## src/rtl/cfi_alarm_unit_pkg.sv

```systemverilog
// cfi_alarm_unit_pkg: shared types for the CFI alarm unit.
// Holds the commit-port shape the unit observes, the alarm FSM state and
// the cause encoding reported to the exception/debug logic.
package cfi_alarm_unit_pkg;

    // Virtual address width of committed PCs.
    localparam int unsigned VLEN = 64;

    // Number of commit ports fed in parallel from the commit stage.
    localparam int unsigned NR_COMMIT_PORTS = 2;

    // Slice of a scoreboard entry; only the PC is consumed by the alarm unit.
    typedef struct packed {
        logic [VLEN-1:0] pc;
        logic [2:0]      trans_id;
        logic            valid;
    } scoreboard_entry_t;

    // Alarm FSM: IDLE waits for a violation event, ALARM holds it until acked.
    typedef enum logic {
        IDLE  = 1'b0,
        ALARM = 1'b1
    } cfi_alarm_state_e;

    // Cause bits: bit0 JALR/return violation, bit1 JAL/call violation.
    typedef struct packed {
        logic call;
        logic ret;
    } cfi_cause_t;

endpackage

```

## src/rtl/cfi_pc_log.sv

```systemverilog
// cfi_pc_log: plain synchronous FIFO of alarm PCs.
// A pop on empty is ignored. A push on full is dropped and raises a sticky
// overflow flag, unless a pop frees the slot in the same cycle.
module cfi_pc_log
    import cfi_alarm_unit_pkg::*;
#(
    parameter int unsigned DEPTH = 4,
    parameter int unsigned W     = 64
) (
    input  logic         clk_i,
    input  logic         rst_ni,
    input  logic         push_i,
    input  logic [W-1:0] data_i,
    input  logic         pop_i,
    input  logic         clr_ovf_i,
    output logic         valid_o,
    output logic [W-1:0] data_o,
    output logic         ovf_o
);

    localparam int unsigned AW = $clog2(DEPTH);

    logic [W-1:0] r_mem [DEPTH];
    logic [AW:0]  r_wr_ptr;
    logic [AW:0]  r_rd_ptr;
    logic         r_ovf;

    logic w_empty;
    logic w_full;
    logic w_pop;
    logic w_push;
    logic w_drop;

    // Extra pointer MSB distinguishes full from empty.
    assign w_empty = (r_wr_ptr == r_rd_ptr);
    assign w_full  = (r_wr_ptr[AW] != r_rd_ptr[AW]) &&
                     (r_wr_ptr[AW-1:0] == r_rd_ptr[AW-1:0]);
    assign w_pop   = pop_i & ~w_empty;
    assign w_push  = push_i & (~w_full | w_pop);
    assign w_drop  = push_i & w_full & ~w_pop;

    // Storage array; contents only matter behind valid pointers.
    always_ff @(posedge clk_i) begin
        if (w_push) begin
            r_mem[r_wr_ptr[AW-1:0]] <= data_i;
        end
    end

    // Read/write pointers.
    always_ff @(posedge clk_i or negedge rst_ni) begin
        if (!rst_ni) begin
            r_wr_ptr <= '0;
            r_rd_ptr <= '0;
        end else begin
            if (w_push) r_wr_ptr <= r_wr_ptr + 1'b1;
            if (w_pop)  r_rd_ptr <= r_rd_ptr + 1'b1;
        end
    end

    // Sticky overflow; clear wins over a same-cycle drop.
    always_ff @(posedge clk_i or negedge rst_ni) begin
        if (!rst_ni) begin
            r_ovf <= 1'b0;
        end else if (clr_ovf_i) begin
            r_ovf <= 1'b0;
        end else if (w_drop) begin
            r_ovf <= 1'b1;
        end
    end

    assign valid_o = ~w_empty;
    assign data_o  = w_empty ? '0 : r_mem[r_rd_ptr[AW-1:0]];
    assign ovf_o   = r_ovf;

endmodule

```

## src/rtl/cfi_alarm_unit.sv

```systemverilog
// cfi_alarm_unit: converts level CFI violation flags into one alarm per
// violation, captures the last committed PC, counts violation events and
// requests a commit halt while an alarm is pending.
// Optional PC log FIFO enabled by defining CFI_ALARM_PC_LOG_EN.
//
// Alarm handshake: alarm_req_o stays high from the capturing edge until the
// clock edge that samples alarm_ack_i=1; it drops after that edge unless a
// new violation event arrives on the same edge, which re-arms the alarm.
module cfi_alarm_unit
    import cfi_alarm_unit_pkg::*;
#(
    parameter int unsigned CNT_W        = 8,
    parameter bit          HALT_ON_VIOL = 1'b1,
    parameter int unsigned LOG_DEPTH    = 4
) (
    input  logic                                  clk_i,
    input  logic                                  rst_ni,
    input  scoreboard_entry_t [NR_COMMIT_PORTS-1:0] commit_instr_i,
    input  logic [NR_COMMIT_PORTS-1:0]            commit_ack_i,
    input  logic [1:0]                            flow_integrity_violated_i,
    input  logic                                  available_i,
    input  logic                                  alarm_ack_i,
    input  logic                                  clear_i,
    output logic                                  alarm_req_o,
    output logic [1:0]                            alarm_cause_o,
    output logic [VLEN-1:0]                       alarm_pc_o,
    output logic                                  halt_commit_o,
    output logic [CNT_W-1:0]                      viol_count_o,
    output logic                                  alarm_ovf_o,
    output logic                                  log_valid_o,
    output logic [VLEN-1:0]                       log_pc_o,
    input  logic                                  log_pop_i,
    output logic                                  log_ovf_o
);

    cfi_alarm_state_e r_state;
    cfi_alarm_state_e w_state_next;

    logic [VLEN-1:0]  r_last_pc;
    logic [VLEN-1:0]  w_next_last_pc;
    logic [1:0]       r_viol_q;
    logic [1:0]       w_viol_now;
    logic [1:0]       w_ev;
    logic             w_any_ev;
    cfi_cause_t       r_cause;
    logic [VLEN-1:0]  r_alarm_pc;
    logic             r_ovf;
    logic [CNT_W-1:0] r_count;
    logic             w_capture;
    logic             w_accum;
    logic             w_release;
    logic             w_unused_commit;

    // Highest-index acked port wins when several commit together.
    always_comb begin
        w_next_last_pc = r_last_pc;
        for (int i = 0; i < NR_COMMIT_PORTS; i++) begin
            if (commit_ack_i[i]) begin
                w_next_last_pc = commit_instr_i[i].pc;
            end
        end
    end

    // Only the PC of each commit port is observed.
    always_comb begin
        w_unused_commit = 1'b0;
        for (int i = 0; i < NR_COMMIT_PORTS; i++) begin
            w_unused_commit = w_unused_commit ^
                (^{commit_instr_i[i].trans_id, commit_instr_i[i].valid});
        end
    end

    // Last committed PC register.
    always_ff @(posedge clk_i or negedge rst_ni) begin
        if (!rst_ni) begin
            r_last_pc <= '0;
        end else begin
            r_last_pc <= w_next_last_pc;
        end
    end

    // Flags are masked while the checker is disarmed; an event is a rising edge.
    assign w_viol_now = flow_integrity_violated_i & {2{available_i}};
    assign w_ev       = w_viol_now & ~r_viol_q;
    assign w_any_ev   = |w_ev;

    // Previous masked flag level for edge detection.
    always_ff @(posedge clk_i or negedge rst_ni) begin
        if (!rst_ni) begin
            r_viol_q <= '0;
        end else begin
            r_viol_q <= w_viol_now;
        end
    end

    // Alarm FSM state register.
    always_ff @(posedge clk_i or negedge rst_ni) begin
        if (!rst_ni) begin
            r_state <= IDLE;
        end else begin
            r_state <= w_state_next;
        end
    end

    // Next state plus capture/accumulate/release strobes.
    always_comb begin
        w_state_next = r_state;
        w_capture    = 1'b0;
        w_accum      = 1'b0;
        w_release    = 1'b0;
        unique case (r_state)
            IDLE: begin
                if (w_any_ev) begin
                    w_state_next = ALARM;
                    w_capture    = 1'b1;
                end
            end
            ALARM: begin
                if (alarm_ack_i) begin
                    if (w_any_ev) begin
                        // Ack and new event together start a fresh alarm.
                        w_state_next = ALARM;
                        w_capture    = 1'b1;
                    end else begin
                        w_state_next = IDLE;
                        w_release    = 1'b1;
                    end
                end else if (w_any_ev) begin
                    w_accum = 1'b1;
                end
            end
            default: begin
                w_state_next = IDLE;
            end
        endcase
    end

    // Cause and PC of the pending alarm; PC is only taken on entry.
    always_ff @(posedge clk_i or negedge rst_ni) begin
        if (!rst_ni) begin
            r_cause    <= '0;
            r_alarm_pc <= '0;
        end else if (w_capture) begin
            r_cause    <= w_ev;
            r_alarm_pc <= r_last_pc;
        end else if (w_accum) begin
            r_cause    <= r_cause | w_ev;
        end else if (w_release) begin
            r_cause    <= '0;
        end
    end

    // Sticky alarm overflow; clear has priority.
    always_ff @(posedge clk_i or negedge rst_ni) begin
        if (!rst_ni) begin
            r_ovf <= 1'b0;
        end else if (clear_i) begin
            r_ovf <= 1'b0;
        end else if (w_accum) begin
            r_ovf <= 1'b1;
        end
    end

    // Saturating event counter; one increment per cycle with any event.
    always_ff @(posedge clk_i or negedge rst_ni) begin
        if (!rst_ni) begin
            r_count <= '0;
        end else if (clear_i) begin
            r_count <= '0;
        end else if (w_any_ev && (r_count != {CNT_W{1'b1}})) begin
            r_count <= r_count + CNT_W'(1);
        end
    end

    assign alarm_req_o   = (r_state == ALARM);
    assign alarm_cause_o = r_cause;
    assign alarm_pc_o    = r_alarm_pc;
    assign halt_commit_o = HALT_ON_VIOL && (r_state == ALARM);
    assign viol_count_o  = r_count;
    assign alarm_ovf_o   = r_ovf;

`ifdef CFI_ALARM_PC_LOG_EN
    logic w_unused_log;
    assign w_unused_log = w_unused_commit;

    cfi_pc_log #(
        .DEPTH (LOG_DEPTH),
        .W     (VLEN)
    ) u_pc_log (
        .clk_i     (clk_i),
        .rst_ni    (rst_ni),
        .push_i    (w_capture),
        .data_i    (r_last_pc),
        .pop_i     (log_pop_i),
        .clr_ovf_i (clear_i),
        .valid_o   (log_valid_o),
        .data_o    (log_pc_o),
        .ovf_o     (log_ovf_o)
    );
`else
    logic w_unused_log;
    assign w_unused_log = w_unused_commit ^ log_pop_i ^ LOG_DEPTH[0];

    assign log_valid_o = 1'b0;
    assign log_pc_o    = '0;
    assign log_ovf_o   = 1'b0;
`endif

endmodule
```

## config.mk

```make
export PLATFORM = sky130hd
export DESIGN_NAME = cfi_alarm_unit
export DESIGN_NICKNAME = d
export VERILOG_FILES = /design/src/rtl/cfi_alarm_unit_pkg.sv /design/src/rtl/cfi_pc_log.sv /design/src/rtl/cfi_alarm_unit.sv
export SDC_FILE = /design/constraint.sdc
export NUM_CORES = 1
export LEC_CHECK = 0
export ABC_AREA = 1
export CORE_UTILIZATION = 35
export CTS_CLUSTER_SIZE = 12
export DETAILED_ROUTE_END_ITERATION = 10
export PLACE_DENSITY = 0.68
export SYNTH_ARGS = -nofsm -noshare
export SYNTH_HDL_FRONTEND = slang
export SYNTH_SLANG_ARGS = --single-unit
```

## constraint.sdc

```tcl
create_clock -name clk_i -period 1.5 [get_ports clk_i]
set_input_delay 0.225 -clock clk_i [delete_from_list [all_inputs] [get_ports clk_i]]
set_output_delay 0.225 -clock clk_i [all_outputs]
set_load 0.005 [all_outputs]
```

==> impl_metrics.toml <==
[outcome]
outcome = "complete, no violations"

[logic_synthesis]
synthFlopType = "dfrtp_1"
synth_top_area_cell = "dfrtp_1"
avgSynthCellArea_um2 = 9.29
ys_seq_elements = 142
synth_most_common_cell = "nand2_1"
netlist_area_um2 = 6660
synthTopCellsByArea = "dfrtp_1, nand2_1, buf_4"
synth-edff-count = 0
netlist_instances = 717
synth-seq-area-share_pct = 53.4
synthTopCellsByCount = "nand2_1, dfrtp_1, inv_1, nand3_1, buf_4"
async_flop_share_pct = 100
ys_warn_count = 0
synth_cell_type_count = 23
yosysTopAreaCellShare_pct = 53.4

[route]
vias_per_cell = 4.48
vias = 5404
drt_iter0_drc = 174
drt-pass1-iter-count = 6
totalWireLength_um = 17400
drc = 0
wl_per_cell_um = 14.5
antenna_left = 0

[placement]
port-buffer-count = 213
place_congestion = 0.829
post_dp_cell_area_um2 = 8920
dp_cells = 1154
pre_cts_ws_ps = -172
post-dp-hpwl_um = 11800

[finish]
multi_input_area_um2 = 2330
regArea_um2 = 3560
syn_to_final_growth_pct = 44.6
nets = 1106
fillers = 1763
drive_above_1_share_pct = 14.4
final_area_um2 = 9630
final_util_pct = 51.5
stdcell_count = 1206
diodes = 0

[setup_path]
crit_family = "buffers and inverters"
r2r_slack_ps = 100
rr_startpoint = "alarm_req_o$_DFF_PN0_"
cp_max_fo = 2
worst_r2r_path_depth = 7
worstSetupPathType = "flop to output pin"
crit_path_end_kind = "output pin"
cpMaxStageDelayCell = "clkdlybuf4s50_1"
cp_slowest_stage_delay_ps = 500
worstPathRequired_ps = 1270
timing.rr.end = "alarm_pc_o[30]$_DFFE_PN0P_"
crit_arrival_ps = 1240
cp-start-kind = "flop"
crit_chain = "clkdlybuf4s50_1"
critPathBufInv = 1

[floorplanning]
dieArea_um2 = 19600
die_h_um = 140
io-pin-count = 289
start_util_pct = 35.6
coreArea_um2 = 18700
die_x_um = 140
rows = 50

[clocking]
max-clock-path-buffers = 2
cts_made_buffers = 17
clock_latency_ps = 410
cts_max_level = 4
clk_pin_slew_worst_paths_ps = 60
tritoncts = "done"
cts-root-buf = "clkbuf_16"
clock-sinks = 142

[global_routing]
gr-usage-all-layers_pct = 18.2
grt_pass1_wl_um = 27800
antenna_found_initial = 0
grt_pass1_vias = 5376
grt_max_degree = 65
overflow = 0

[timing]
clock_skew_ps = 7.32
hold_slack_ps = 288
period_needed_ps = 1460
report.final.slew_viol_count = 0
relSlewSlack_pct = 66.1
setup_ws_ps = 38.6
finalHoldViolCount = 0
tightest_slew_ps = 508
period_share_pct = 97.4
setup_violations = 0
tns_ps = 0
clock.fmax_ghz = 0.684

[power_and_ir_drop]
powerDensity_nw_per_um2 = 1140
ir_worst_vdd_v = 0.000736
p_leak_nw = 4.78
power.total_mw = 11.0

[hold_path]
hp-class = "input port to asynchronous set/reset pin"

[flow_run]
drv_cap = 0
[sequential cells by signal, indices dropped and copies added (netlist names)]
name	flops
r_last_pc	64
alarm_cause_o	2
viol_count_o	8
alarm_req_o	1
alarm_pc_o	64
r_viol_q	2
alarm_ovf_o	1
[routing by layer]
layer,share of wire [%],global-route usage (%),vias up,routed length [um]
li1,-,-,2702,-
met2,48,29.9,161,8360
met1,45,23.3,2523,7930
met5,0,0,-,0
met4,1.7,6.19,0,289
met3,4.9,4.55,18,855
[timing repair]
item,in CTS,in global routing
hold endpoints to repair,28,0
setup endpoints to repair,68,24
cloned,0,1
gates resized for setup,66,23
hold buffers,1,0
pin swaps,0,2
setup buffers,15,3
[cells by family after synthesis]
kind of cell / after synthesis / share of synthesized area [%]
flip-flops: 142 / 53.4
other: 1 / 0.0563
AND/OR/NAND/NOR: 254 / 16.2
adder cells (fa/ha/maj): 1 / 0.188
buffers and inverters: 186 / 15.7
AO/OA/AOI/OAI: 133 / 14.5
[report_power, final]
group | total (mW) | internal (mW) | switching [mW]
sequential | 4.60 | 4.37 | 0.225
clock | 4.01 | 2.37 | 1.64
combinational | 2.34 | 1.24 | 1.11
[worst max path at each step]
stage | start | to | slack, ps | cells past startpoint
final | alarm_pc_o[39]$_DFFE_PN0P_ | alarm_pc_o[39] | 40 | 1
after floorplan | viol_count_o[0]$_DFFE_PN0P_ | viol_count_o[5]$_DFFE_PN0P_ | 230 | 9
after global placement | available_i | viol_count_o[5]$_DFFE_PN0P_ | -150 | 9
after CTS | alarm_pc_o[29]$_DFFE_PN0P_ | alarm_pc_o[29] | 0.5 | 1
after global routing | viol_count_o[1]$_DFFE_PN0P_ | viol_count_o[0]$_DFFE_PN0P_ | -8 | 9
after detailed placement | available_i | viol_count_o[7]$_DFFE_PN0P_ | -170 | 9
[cell type report]
class	instances	share of cell area, %
clock buffers	19	4.70
clock inverters	13	1.20
inverters	78	3.04
multi-input cells	454	24.2
flip-flops and latches	142	36.9
well taps	234	3.04
repair buffers	266	26.9
[cell usage in the layout (no fill, tap or decap)]
master             n
nand2_1          156
dfrtp_1          140
clkdlybuf4s50_1  134
inv_1             75
nand3_1           73
conb_1            66
o211ai_1          64
dlygate4sd2_1     64
buf_4             43
o21ai_2           36
o21ai_1           30
clkbuf_16         18
dlymetal6s2s_1    12
nor2_1             9
buf_12             8
nand2_2            5
nand4_1            5
clkinv_2           4
clkinvlp_4         4
inv_2              3
nand3_2            2
or2_2              2
inv_6              2
clkinv_4           2
clkbuf_8           2
buf_2              2
dfrtp_2            2
nand2_4            1
nor2_4             1
o21bai_1           1
o21ai_0            1
a31oi_1            1
ha_2               1
bufinv_16          1
dlygate4sd3_1      1
buf_6              1
Note: power is estimated with default switching activity, not from simulation.
